**src/rtl/multiplicador_datapath.sv**
```systemverilog
// multiplicador_datapath: shift-and-add multiplier datapath with valid/ack product output
module multiplicador_datapath #(
  parameter int N = 4
) (
  input  logic           clk,
  input  logic           reset,
  input  logic [N-1:0]   multiplicando,
  input  logic [N-1:0]   multiplicador,
  input  logic           CargaQ,
  input  logic           DesplazaQ,
  input  logic           ResetA,
  input  logic           CargaA,
  input  logic           Fin,
  input  logic           ack,
  output logic           q0,
  output logic [2*N-1:0] producto,
  output logic           valido,
  output logic           err
);
  logic [N-1:0]   m_q, m_d, q_q, q_d, a_q, a_d;
  logic           c_q, c_d, v_q, v_d, e_q, e_d, illegal;
  logic [2*N-1:0] p_q, p_d;
  logic [N:0]     sum;
  always_comb begin
    illegal = CargaA & (DesplazaQ | CargaQ | ResetA);
    sum     = {1'b0, a_q} + {1'b0, m_q};
    m_d     = CargaQ ? multiplicando : m_q;
    q_d     = CargaQ ? multiplicador : DesplazaQ ? {a_q[0], q_q[N-1:1]} : q_q;
    // a shift takes precedence over an add, so a conflicting add is simply dropped
    {c_d, a_d} = ResetA ? '0 : DesplazaQ ? {1'b0, c_q, a_q[N-1:1]} :
                 (CargaA & ~illegal) ? sum : {c_q, a_q};
    p_d     = Fin ? {a_q, q_q} : p_q;
    v_d     = Fin | (v_q & ~ack);
    e_d     = e_q | illegal;
  end
  always_ff @(posedge clk) begin
    if (reset) begin
      m_q <= '0;
      q_q <= '0;
      a_q <= '0;
      c_q <= 1'b0;
      p_q <= '0;
      v_q <= 1'b0;
      e_q <= 1'b0;
    end else begin
      m_q <= m_d;
      q_q <= q_d;
      a_q <= a_d;
      c_q <= c_d;
      p_q <= p_d;
      v_q <= v_d;
      e_q <= e_d;
    end
  end
  assign q0       = q_q[0];
  assign producto = p_q;
  assign valido   = v_q;
  assign err      = e_q;
endmodule

```
**config.mk**
```make
export PLATFORM = sky130hd
export DESIGN_NAME = multiplicador_datapath
export DESIGN_NICKNAME = d
export VERILOG_FILES = /design/src/rtl/multiplicador_datapath.sv
export SDC_FILE = /design/constraint.sdc
export NUM_CORES = 1
export LEC_CHECK = 0
export BUFFER_PORTS_ARGS = -buffer_cell sky130_fd_sc_hd__buf_2
export CAP_MARGIN = 20
export CORE_MARGIN = 5
export CORE_UTILIZATION = 30
export CTS_BUF_LIST = sky130_fd_sc_hd__clkbuf_16
export CTS_CLUSTER_SIZE = 40
export DETAILED_ROUTE_END_ITERATION = 10
export GPL_TIMING_DRIVEN = 1
export SKIP_LAST_GASP = 1
export SYNTH_ARGS = -nofsm -noshare
export SYNTH_HDL_FRONTEND = slang
export SYNTH_SLANG_ARGS = --single-unit
```
**constraint.sdc**
```tcl
create_clock -name clk -period 2.1 [get_ports clk]
set_input_delay 0.21 -clock clk [delete_from_list [all_inputs] [get_ports clk]]
set_output_delay 0.21 -clock clk [all_outputs]
set_load 0.05 [all_outputs]
```
==> metrics.txt <==
CTS Sinks=23; DP Worst Slack=about 480 ps; CTS tree=yes; crit-path max FO=4; Pwr Density=between 700 and 800 mW/mm^2; synthesized area=approximately 0.0010 sq mm; Skew-Pair Late Insertion Delay=250 ps; capture point of the worst path=c_q$_SDFFE_PP0P_; Core ar.=0.00336 sq mm; Routed WL=between 2000 and 2500 um; placer congestion estimate=between 0.8 and 0.9; DRT iter0 DRCs=22; detailed placement HPWL=about 1700 um; cts repair resizes=0; max-slew violation count=0; Worst EP required=around 2200 ps; pin count of the biggest net entering global routing=21; Fmax=~600 MHz; leading cell type in the layout, fill and taps excluded=buf_2; Sw Share=a little under a quarter; R2R cell count=6; fillcell total=367; RSZ-0062 raised after global routing=no; Die Width=roughly 70 um; syn_nets=~130; ant diodes=0; vias=830; gr ovfl total=0; DRT Pass-1 Iters=4; initial antenna violation count=0; first-pass GRT wire length=approximately 4000 um; CP endpoint kind=register; Synth Area per Inst=between 9 and 10 sq um; postcts setup bufs=0; maxcap violations=0; fin nets=roughly 150; Die Height=slightly below 70 um; share of cells above drive strength 1=between 20% and 30%; crit share post-route=around 78%; die area=around 0.0048 sq mm; CP Launch Point=a_q[0]$_SDFFE_PP0P_; H-tree level count=1; Cell variety after synth=28; CP arrival=between 1500 and 2000 ps; post-synthesis sequential area ratio=a little over two fifths; Fin Hold WS=about 200 ps; drt wl/cell=around 13 um; num rows=21; # IOs=27; Initial Utilization=31.2%; critical path startpoint category=register; register share of total power=between 40 and 50%; capturing point of the worst reg2reg path=c_q$_SDFFE_PP0P_; worst setup margin=463 ps; Vias/cell=4.72; post-route minimum period=~1600 ps; CTS root buf=clkbuf_16; number of port buffers=26; R2R Setup Slk=between 400 and 500 ps; Final Util=about two fifths; RR Startpoint=a_q[0]$_SDFFE_PP0P_; WS Path Type=register to register; Internal=roughly 0.00075 W; CTS Buf Count=3; Hold WC Path Type=input port to register; Clock Pin Slew Worst Setup and Hold Paths=~60 ps; clock power share=40.2%; Placed Area=around 0.0012 sq mm; Tot GR Track Use=9.95%; P&R area growth vs syn=23.5%; Fin. Hold Viols=0; Comb pwr share=12.3%; remaining antenna violation count after routing=0; Synth Instances=roughly 110; Pleak=0.586 nW; Ys Warns=0; Post-CTS Hold Fix Bufs=0; worst rel slew slack=a little over three fifths; outcome=finished clean; setup tns final=0 ps; Max Buffers Root-to-Sink=2; final instance area=between 0.001 and 0.0015 sq mm; Yosys reg bits=23; endpoints failing setup=0; vias in the first global route=between 800 and 900; Tightest Pin Transition=about 560 ps; most frequent cells in the layout=26 x buf_2, 23 x dfxtp_1, 21 x nor2_1; Peak VDD IR=0.422 mV; switching power=0.000226 W; Setup Skew=2.86 ps; # DRC=0
-- sequential cells by signal (all words and copies together), names as in the netlist --
signal    cells
producto      8
err           1
valido        1
m_q           4
c_q           1
q_q           4
a_q           4
-- through the flow --
step / power (W) / instances
after floorplan: 0.000558 / 105
after global placement: 0.000593 / 172
after detailed placement: 0.000596 / 172
after CTS: 0.000996 / 176
after global routing: 0.00103 / 176
final: 0.000979 / 176
-- power groups by stage --
stage	registers [W]	logic [W]	clock network [W]
2_1_floorplan	0.000498	0.0000607	0
5_1_grt	0.000467	0.000132	0.000431
3_5_place_dp	0.000474	0.000121	0
4_1_cts	0.000465	0.000122	0.000410
3_3_place_gp	0.000473	0.000120	0
6_report	0.000464	0.000121	0.000394
-- area by class of cell --
type | count | area, sq um | area share (%)
inverter | 4 | 15.0 | 1.16
clock buffer | 3 | 75.1 | 5.79
multi-input combinational | 73 | 554 | 42.8
sequential | 23 | 460 | 35.5
tap | 46 | 57.6 | 4.44
clock inverter | 1 | 3.75 | 0.290
timing repair buffer | 26 | 130 | 10.0
-- synthesized netlist by cell type --
master | count | share of area (%)
dfxtp_1 | 23 | 44
nor2_1 | 21 | 7.5
mux2i_1 | 16 | 15
a21oi_1 | 4 | 1.9
clkbuf_1 | 4 | 1.4
ha_1 | 4 | 4.8
inv_1 | 4 | 1.4
mux2_2 | 4 | 4.3
nor2b_1 | 3 | 1.8
a2111oi_0 | 2 | 1.7
a22oi_1 | 2 | 1.4
nor3_1 | 2 | 0.95
a2111o_1 | 1 | 1.1
a2111oi_1 | 1 | 0.95
buf_2 | 1 | 0.48
fa_1 | 1 | 1.9
nand3_1 | 1 | 0.48
nand3b_1 | 1 | 0.72
nand4_1 | 1 | 0.60
nor3b_1 | 1 | 0.72
nor4b_2 | 1 | 1.4
o211ai_1 | 1 | 0.72
o21ai_0 | 1 | 0.48
or2_0 | 1 | 0.60
or3_1 | 1 | 0.60
or3b_2 | 1 | 0.83
or4b_4 | 1 | 1.3
xnor2_1 | 1 | 0.83
-- kinds of logic after synthesis --
family | after synthesis | synth area share, %
AO/OA/AOI/OAI | 12 | 8.22
XOR/XNOR | 1 | 0.834
adder cells (fa/ha/maj) | 5 | 6.67
buffers and inverters | 9 | 3.34
flip-flops | 23 | 43.9
multiplexers | 20 | 19.5
AND/OR/NAND/NOR | 35 | 17.5
-- critical path, cell delays in order, from the launching register on --
cell       delay (ps)
dfxtp_1           360
ha_1              180
inv_1              50
fa_1              390
nor2b_1           130
o21ai_0            90
a2111oi_1         320
-- worst min-delay path by stage --
stage | from | to | slack (ps) | cells past startpoint
2_1_floorplan | CargaA | err$_SDFF_PP0_ | 350 | 2
3_3_place_gp | multiplicador[1] | q_q[1]$_SDFFE_PP0P_ | 440 | 3
3_5_place_dp | multiplicador[0] | q_q[0]$_SDFFE_PP0P_ | 460 | 3
4_1_cts | multiplicador[1] | q_q[1]$_SDFFE_PP0P_ | 200 | 3
5_1_grt | multiplicando[0] | m_q[0]$_SDFFE_PP0P_ | 210 | 3
6_report | multiplicador[2] | q_q[2]$_SDFFE_PP0P_ | 190 | 3
-- metal layers --
layer	vias to the layer above	track usage, %	part of all wire [%]
li1	422	-	-
met5	-	0	0
met2	15	17.5	51
met1	389	11.7	45
met3	4	2.33	2.5
met4	0	3.47	1.0
(Power assumes the default switching activity.)
